File: config.mk
export PLATFORM = sky130hd
export DESIGN_NAME = tdm_mux_framer_flat
export DESIGN_NICKNAME = d
export VERILOG_FILES = /design/src/rtl/tdm_mux_framer_pkg.sv /design/src/rtl/tdm_mux_framer_if.sv /design/src/rtl/tdm_mux_framer_lane_select.sv /design/src/rtl/tdm_mux_framer.sv /design/src/flat_wrapper.sv
export SDC_FILE = /design/constraint.sdc
export NUM_CORES = 1
export LEC_CHECK = 0
export CAP_MARGIN = 0
export CORE_AREA = 5 5 74 76
export DETAILED_ROUTE_END_ITERATION = 12
export DIE_AREA = 0 0 79 81
export HOLD_SLACK_MARGIN = 0.15
export PLACE_DENSITY = 0.85
export SYNTH_ARGS = -nofsm -noshare
export SYNTH_HDL_FRONTEND = slang
export SYNTH_SLANG_ARGS = --single-unit
File: constraint.sdc
create_clock -name clk -period 1.8 [get_ports clk]
set_input_delay 0.27 -clock clk [delete_from_list [all_inputs] [get_ports clk]]
set_output_delay 0.27 -clock clk [all_outputs]
set_load 0.005 [all_outputs]
File: src/rtl/tdm_mux_framer_pkg.sv
// Shared definitions for the TDM mux framer and its matching demux.
// Parity output option: TDM_PARITY_EN.
package tdm_pkg;

  localparam int DEF_LANES = 4;
  localparam int DEF_WIDTH = 8;

  typedef enum logic {
    ST_IDLE = 1'b0,
    ST_SEND = 1'b1
  } state_t;

  // Lane index width; the demux side calls this too, so both ends agree on out_sel width.
  function automatic int sel_width(input int lanes);
    return (lanes > 1) ? $clog2(lanes) : 1;
  endfunction

endpackage

File: src/rtl/tdm_mux_framer_if.sv
// Frame-in / word-out channel of the TDM mux framer.
// out_par exists only when TDM_PARITY_EN is defined.
interface tdm_mux_framer_if #(
  parameter int LANES = tdm_pkg::DEF_LANES,
  parameter int WIDTH = tdm_pkg::DEF_WIDTH
);
  localparam int SEL_W = tdm_pkg::sel_width(LANES);

  logic [LANES*WIDTH-1:0] in_data;
  logic                   in_valid;
  logic                   in_ready;
  logic [WIDTH-1:0]       out_data;
  logic [SEL_W-1:0]       out_sel;
  logic                   out_valid;
  logic                   out_ready;
  logic                   out_sof;
  logic                   out_eof;
`ifdef TDM_PARITY_EN
  logic                   out_par;
`endif

  modport slave (
    input  in_data, in_valid, out_ready,
    output in_ready, out_data, out_sel, out_valid, out_sof, out_eof
`ifdef TDM_PARITY_EN
    , output out_par
`endif
  );

  modport master (
    output in_data, in_valid, out_ready,
    input  in_ready, out_data, out_sel, out_valid, out_sof, out_eof
`ifdef TDM_PARITY_EN
    , input out_par
`endif
  );

endinterface

File: src/rtl/tdm_mux_framer_lane_select.sv
// Combinational LANES:1 word selector; mux counterpart of the lane demux primitive.
module lane_select
  import tdm_pkg::*;
#(
  parameter int LANES = DEF_LANES,
  parameter int WIDTH = DEF_WIDTH
) (
  input  logic [LANES*WIDTH-1:0]       i_frame,
  input  logic [sel_width(LANES)-1:0]  i_slot,
  output logic [WIDTH-1:0]             o_word
);
  localparam int SEL_W = sel_width(LANES);

  always_comb begin
    o_word = '0;
    for (int k = 0; k < LANES; k++) begin
      if (i_slot == SEL_W'(k)) o_word = i_frame[k*WIDTH +: WIDTH];
    end
  end

endmodule

File: src/rtl/tdm_mux_framer.sv
// Serialises one LANES-word frame into lane-tagged beats with sof/eof flags.
// Optional registered even-parity output out_par under TDM_PARITY_EN.
module tdm_mux_framer
  import tdm_pkg::*;
#(
  parameter int LANES = DEF_LANES,
  parameter int WIDTH = DEF_WIDTH
) (
  input  logic             clk,
  input  logic             rst,
  tdm_mux_framer_if.slave  bus
);
  localparam int SEL_W = sel_width(LANES);
  localparam logic [SEL_W-1:0] LAST_SLOT = SEL_W'(LANES - 1);

  state_t                 r_state, w_state_nxt;
  logic [SEL_W-1:0]       r_slot, w_slot_nxt;
  logic [LANES*WIDTH-1:0] r_frame, w_frame_nxt;
  logic [WIDTH-1:0]       r_out_data;
  logic [WIDTH-1:0]       w_word_nxt;
  logic                   w_last;
  logic                   w_in_ready;

  assign w_last = (r_slot == LAST_SLOT);

  always_comb begin
    w_state_nxt = r_state;
    w_slot_nxt  = r_slot;
    w_frame_nxt = r_frame;
    w_in_ready  = 1'b0;
    case (r_state)
      ST_IDLE: begin
        w_in_ready = 1'b1;
        if (bus.in_valid) begin
          w_frame_nxt = bus.in_data;
          w_slot_nxt  = '0;
          w_state_nxt = ST_SEND;
        end
      end
      ST_SEND: begin
        w_in_ready = bus.out_ready && w_last;
        if (bus.out_ready) begin
          if (!w_last) begin
            w_slot_nxt = r_slot + 1'b1;
          end else if (bus.in_valid) begin
            // back-to-back frame: reload on the eof handshake, no bubble
            w_frame_nxt = bus.in_data;
            w_slot_nxt  = '0;
          end else begin
            w_slot_nxt  = '0;
            w_state_nxt = ST_IDLE;
          end
        end
      end
      default: w_state_nxt = ST_IDLE;
    endcase
  end

  // Select the word for the next cycle so out_data (and parity) come straight from flops.
  lane_select #(
    .LANES (LANES),
    .WIDTH (WIDTH)
  ) u_lane_select (
    .i_frame (w_frame_nxt),
    .i_slot  (w_slot_nxt),
    .o_word  (w_word_nxt)
  );

  always_ff @(posedge clk) begin
    if (rst) begin
      r_state    <= ST_IDLE;
      r_slot     <= '0;
      r_frame    <= '0;
      r_out_data <= '0;
    end else begin
      r_state    <= w_state_nxt;
      r_slot     <= w_slot_nxt;
      r_frame    <= w_frame_nxt;
      r_out_data <= (w_state_nxt == ST_SEND) ? w_word_nxt : '0;
    end
  end

`ifdef TDM_PARITY_EN
  logic r_out_par;

  always_ff @(posedge clk) begin
    if (rst) r_out_par <= 1'b0;
    else     r_out_par <= (w_state_nxt == ST_SEND) ? ^w_word_nxt : 1'b0;
  end

  assign bus.out_par = r_out_par;
`endif

  assign bus.in_ready  = w_in_ready;
  assign bus.out_valid = (r_state == ST_SEND);
  assign bus.out_data  = r_out_data;
  assign bus.out_sel   = r_slot;
  assign bus.out_sof   = (r_state == ST_SEND) && (r_slot == '0);
  assign bus.out_eof   = (r_state == ST_SEND) && w_last;

endmodule
File: src/flat_wrapper.sv
// flat-port wrapper written by rule: the top's interface ports become plain ports
module tdm_mux_framer_flat import tdm_pkg::*;
#(
  parameter int LANES = DEF_LANES,
  parameter int WIDTH = DEF_WIDTH
)
  (clk, rst, bus_in_data, bus_in_valid, bus_out_ready, bus_in_ready, bus_out_data, bus_out_sel, bus_out_valid, bus_out_sof, bus_out_eof);
  tdm_mux_framer_if #(.LANES(LANES), .WIDTH(WIDTH)) bus_i ();
  input  logic clk;
  input  logic rst;
  input wire logic [$bits(bus_i.in_data)-1:0] bus_in_data;
  input wire logic [$bits(bus_i.in_valid)-1:0] bus_in_valid;
  input wire logic [$bits(bus_i.out_ready)-1:0] bus_out_ready;
  output wire logic [$bits(bus_i.in_ready)-1:0] bus_in_ready;
  output wire logic [$bits(bus_i.out_data)-1:0] bus_out_data;
  output wire logic [$bits(bus_i.out_sel)-1:0] bus_out_sel;
  output wire logic [$bits(bus_i.out_valid)-1:0] bus_out_valid;
  output wire logic [$bits(bus_i.out_sof)-1:0] bus_out_sof;
  output wire logic [$bits(bus_i.out_eof)-1:0] bus_out_eof;
  assign bus_i.in_data = bus_in_data;
  assign bus_i.in_valid = bus_in_valid;
  assign bus_i.out_ready = bus_out_ready;
  assign bus_in_ready = bus_i.in_ready;
  assign bus_out_data = bus_i.out_data;
  assign bus_out_sel = bus_i.out_sel;
  assign bus_out_valid = bus_i.out_valid;
  assign bus_out_sof = bus_i.out_sof;
  assign bus_out_eof = bus_i.out_eof;
  tdm_mux_framer #(.LANES(LANES), .WIDTH(WIDTH)) u_core (.clk(clk), .rst(rst), .bus(bus_i));
endmodule
Yosys cells after proc, flatten, opt, wreduce, memory -nomap -nowiden
Index checks and enable logic that the tools add are counted.
- register bits after elaboration: 43
- input port bits: 36
- output and inout bits: 14
- logic and storage cells: 34
- add/sub/neg operators: 1
- equal/unequal tests: 4
- muxes and demuxes: 17
- bitwise operators: 2
- reductions and logical operators: 6
- operators by type and width (kind ; number):
    $mux W32 ; 3
    $pmux W32 S2 ; 1
    $mux W8 ; 4
    $eq A2 B2 Y1 const B ; 3
    $mux W2 ; 3
    $logic_not A2 Y1 ; 2
    $pmux W1 S2 ; 2
    $pmux W2 S2 ; 1
    $logic_and A1 B1 Y1 ; 3
    $mux W1 ; 3
    $add A2 B1 Y2 const B ; 1
    $eq A2 B1 Y1 const B ; 1
    $not A1 Y1 ; 2
    $reduce_or A2 Y1 ; 1

Longest topological paths before layout
- depth in word-level cells: 9
- gate-level depth with buffers: 8
- depth with buffers taken out: 6

Cells and area by module
Synthesis repeated with hierarchy kept, for this count alone.
- cell total of the unflattened synthesis: 223
- area total of the unflattened synthesis: 1915.6 um2
- by module, submodules not included (module ; times used ; cells an instance ; area an instance (um2) ; seq. area each (um2)):
    tdm_mux_framer ; 1 ; 213 ; 1719.1 ; 860.8
    lane_select ; 1 ; 10 ; 196.4 ; 0.0

Least setup slack after synthesis
OpenSTA, ideal clock, no wires.
- path type: flip-flop to flip-flop
- start point: register u_core.r_slot[0] (netlist: u_core.bus.out_sel[0])
- end point: register u_core.r_out_data[5] (netlist: u_core.bus.out_data[5])
- library setup time: 122 ps
- data arrival time: 1872 ps
- required time: 1678 ps
- setup slack: -193 ps
- stages on the path, launching flop included: 8
- path buffers: 2
- clock period less this slack: 1993 ps
- path through: dfxtp_1 > buf_2 > inv_1 > ha_1 > and4b_1 > a31o_2 > buf_2 > o311a_1
- cells in the longest elaborated chain, start to end: 9
- elaborated cells between the ends (all ways): 22
- classes of those cells: add/sub (1); eq/ne (4); mux (14); bitwise (1); reduce/logical (2)
- ends and longest elaborated chain (what ; RTL line ; RTL):
    from (decl) ; tdm_mux_framer.sv:17 ; logic [SEL_W-1:0] r_slot, w_slot_nxt;
    from (signal assigned) ; tdm_mux_framer.sv:77 ; r_slot <= w_slot_nxt;
    $add A2 B1 Y2 / $eq A2 B2 Y1 (equally long branches) ; tdm_mux_framer.sv:44, tdm_mux_framer.sv:24 ;
    $mux W2 ; tdm_mux_framer.sv:43 ; if (!w_last) begin
    $mux W2 ; tdm_mux_framer.sv:42 ; if (bus.out_ready) begin
    $pmux W2 S2 ; tdm_mux_framer.sv:31 ; case (r_state)
    $logic_not A2 Y1 ; tdm_mux_framer_lane_select.sv:17 ; if (i_slot == SEL_W'(k)) o_word = i_frame[k*WIDTH +: WIDTH];
    $mux W8 (4 in a row) ; tdm_mux_framer_lane_select.sv:17 ;
    to (signal assigned) ; tdm_mux_framer.sv:79 ; r_out_data <= (w_state_nxt == ST_SEND) ? w_word_nxt : '0;
    to (decl) ; tdm_mux_framer.sv:19 ; logic [WIDTH-1:0] r_out_data;
Parallel ways exist; a longest one is shown, timed or not.
A chain may end at the register's enable or synchronous reset.

Final worst setup path
- start point: register u_core.r_slot[0] (netlist: u_core.bus.out_sel[0])
- end point: register u_core.r_out_data[1] (netlist: u_core.bus.out_data[1])
The elaborated chain is that of the path after synthesis.

==> results.md <==
- Maximum VDD drop: a little over 500 uV
- Post-synthesis cell area: 0.00201 mm2
- CTS Buf Count: 5
- Vias per cell: around 5.8
- Post-DP HPWL: 4110 um
- WHS Endpoint: u_core.r_frame[25]
- Full die area: 0.00640 mm2
- Die Wd: roughly 79 um
- Nets: 341
- Drt pass-1 iters: 6
- Starting density of the core: between 40% and 50%
- Status: finished, violations left
- Fin. max-slew vios: 0
- Worst Hold Class: flop to flop
- Worst reg2reg setup slack: -0.005 ns
- Critical Setup Path Class: flop to flop
- Fmax: ~550 MHz
- Final core occ: between 60% and 70%
- 1st-iter DRT viols: about 190
- Relative slew slack: roughly three quarters
- Area Overhead vs Synth: 54.0%
- Largest net degree at the start of global routing: 35
- Number of top-level pins: 50
- P_leak: 1.20 nW
- Antenna cells: 0
- Vias: between 2k and 2.5k
- # port buffers: 49
- DR WL/cell: 18.3 um
- CTS tree: built
- Final Hold Viols: 0
- H-tree lvl count: 2
- Most common cell after layout, fill and taps aside: clkdlybuf4s50_1
- Most frequent cells in the layout: clkdlybuf4s50_1 (46), dfxtp_1 (40), nor2_1 (34), nand2_1 (34), buf_4 (27)
- Worst skew pair latency: slightly above 0.3 ns
- Post-Layout Cell Count: ~360
- Setup violators final: 1
- Vias in the first global route: 1965
- Number of routed nets with antenna violations: 0
- R2R depth: 7
- Tot GR Track Use: 18.8%
- Clk root buf: clkbuf_8
- Synth Area per Inst: roughly 8.5 um2
- Core Area: between 0.004 and 0.005 mm2
- Layout cells sized above 1: a little over a quarter
- Violated checks: setup timing
- Critical path fanouts, max: 13
- Placed Cells incl. Taps: 347
- Initial antenna violation count: 0
- Yosys warning count: 0
- Final WL: about 6500 um
- CTS sink count: 43
- Synth unique cells: 30
- Seq/Total Area, Yosys: 42.8%
- First-pass GRT wire length: between 9000 and 10000 um
- Hold_sp: u_core.r_frame[25]
- GP Congestion: between 0.8 and 0.9
- GRT overflow: 0
- Final setup margin: -0.00475 ns
- Die height: 81 um
- Worst r2r dst: u_core.bus.out_data[1]
- CTS Buffer Depth: 2
- Row count: 25
- Worst Hold Depth: 2
- Final worst path period share: 100%
- Synth Instances: 237
- Register area: a little under 900 um2
- Worst-path clk slew: about 0.080 ns
- Unrepaired setup endpoints after global routing: true
- Area of the multi-input gates: between 0.001 and 0.0015 mm2
- Synthesized flop and latch total: 43
- Arrival @ worst endpoint: ~2.0 ns
- Layout filler cell count: 360
- DRC Markers: 0
- Worst-Margin Slew: between 0.3 and 0.4 ns
- Worst r2r src: u_core.bus.out_sel[0]
- Power Density: 712 mW/mm2
- Setup crit start kind: flop
- Max-cap violations: 0
- Post-route minimum period: between 1.5 and 2 ns
- CP Capture Type: flop
- Post-Route Skew: about 0.0054 ns
- Mapped Nets: 275
- Required time of the critical path: 1.99 ns
==> routing by layer <==
metal,share of wire (%),global-route usage [%],up-vias,wire length [um]
met1,38,23.2,982,2490
met3,7.4,4.43,21,487
met4,3.7,9.79,0,241
li1,-,-,981,-
met2,51,30.6,97,3330
met5,0,0,-,0
==> final cells by class <==
| cell class | instances | share of cell area [%] |
|---|---|---|
| Timing Repair inverter | 1 | 0.282 |
| Timing Repair Buffer | 78 | 23.2 |
| Clock buffer | 7 | 3.11 |
| Clock inverter | 1 | 0.242 |
| Sequential cell | 43 | 28.0 |
| Tap cell | 54 | 2.18 |
| Inverter | 5 | 0.847 |
| Multi-Input combinational cell | 169 | 42.1 |
==> sequential cells by signal, indices dropped and copies added (netlist names) <==
register	count
u_core.bus.out_valid	1
u_core.bus.out_data	8
u_core.bus.out_sel	2
u_core.r_frame	32
==> synthesized netlist by cell type <==
master,count,area (um2)
nand3_1,9,45.0
dfxtp_1,43,861
clkinv_1,1,3.75
clkbuf_1,7,26.3
and3_1,1,6.26
o311a_1,9,90.1
and4b_1,1,10.0
buf_2,8,40.0
and3b_1,1,8.76
o21bai_1,1,7.51
a31o_2,1,8.76
o22ai_1,8,50.1
and2_0,1,6.26
a32oi_2,1,16.3
a21boi_4,1,18.8
nand2_1,34,128
and2_1,26,163
inv_4,1,6.26
nor2_1,34,128
a211o_1,1,8.76
a22oi_4,1,21.3
nor2b_1,1,6.26
nand2b_1,1,6.26
buf_6,3,33.8
a21oi_1,10,50.1
a32oi_1,24,210
mux2i_1,1,10.0
inv_1,3,11.3
ha_1,2,25.0
buf_1,2,7.51
==> report_power, final <==
| group | leakage (nW) | switching, W | total, W | internal [W] |
|---|---|---|---|---|
| Combinational | 0.795 | 0.000237 | 0.000485 | 0.000248 |
| Clock | 0.0505 | 0.000339 | 0.000687 | 0.000349 |
| Sequential | 0.354 | 0.0000308 | 0.00103 | 0.00100 |
| Total | 1.20 | 0.000606 | 0.00221 | 0.00160 |
==> stage by stage <==
stage               hold slack [ns]  total power (W)  TNS (ns)  instance area, um2  setup WS [ns]
floorplan                     0.406          0.00125         0                2050         0.0194
global placement              0.443          0.00144     -2.88                2690         -0.274
detailed placement            0.452          0.00146     -3.80                2690         -0.332
CTS                           0.464          0.00213    -0.171                2830        -0.0424
global route                  0.480          0.00230    -0.334                3100        -0.0693
finish                        0.462          0.00221  -0.00475                3100       -0.00475
==> how the worst max path moves through the flow <==
stage	slack, ns	start	to
detailed placement	-0.33	bus_out_ready	u_core.bus.out_data[0]
floorplan	0.02	u_core.bus.out_sel[0]	u_core.bus.out_data[5]
finish	-0.005	u_core.bus.out_sel[0]	u_core.bus.out_data[1]
global route	-0.07	u_core.bus.out_sel[0]	u_core.bus.out_data[1]
CTS	-0.04	u_core.bus.out_sel[1]	u_core.bus.out_data[3]
global placement	-0.27	bus_out_ready	u_core.bus.out_data[7]
==> worst max-delay path, stage by stage (launching register included) <==
cell	delay (ns)
dfxtp_4	0.38
ha_4	0.17
a21boi_4	0.22
buf_6	0.15
inv_6	0.07
a32oi_1	0.26
nor2_1	0.13
o311a_1	0.30
==> kinds of logic (layout without fill, tap and decap cells) <==
kind of cell / Yosys count / after routing / synth area share (%)
simple gates: 109 / 109 / 25.2
flops: 43 / 43 / 42.8
buf+inv: 25 / 92 / 6.40
mux: 1 / 1 / 0.497
fa+ha+maj: 2 / 2 / 1.24
compound gates: 57 / 57 / 23.9
==> repair_timing <==
action / in CTS / in global routing
buffers inserted: 1 / 1
hold buffers: 0 / 0
pin swaps: 2 / 25
endpoints found under the hold margin: 0 / 0
resized for setup: 7 / 42
endpoints found under the setup margin: 10 / 10
gates cloned: 1 / 0
(Power assumes the default switching activity.)
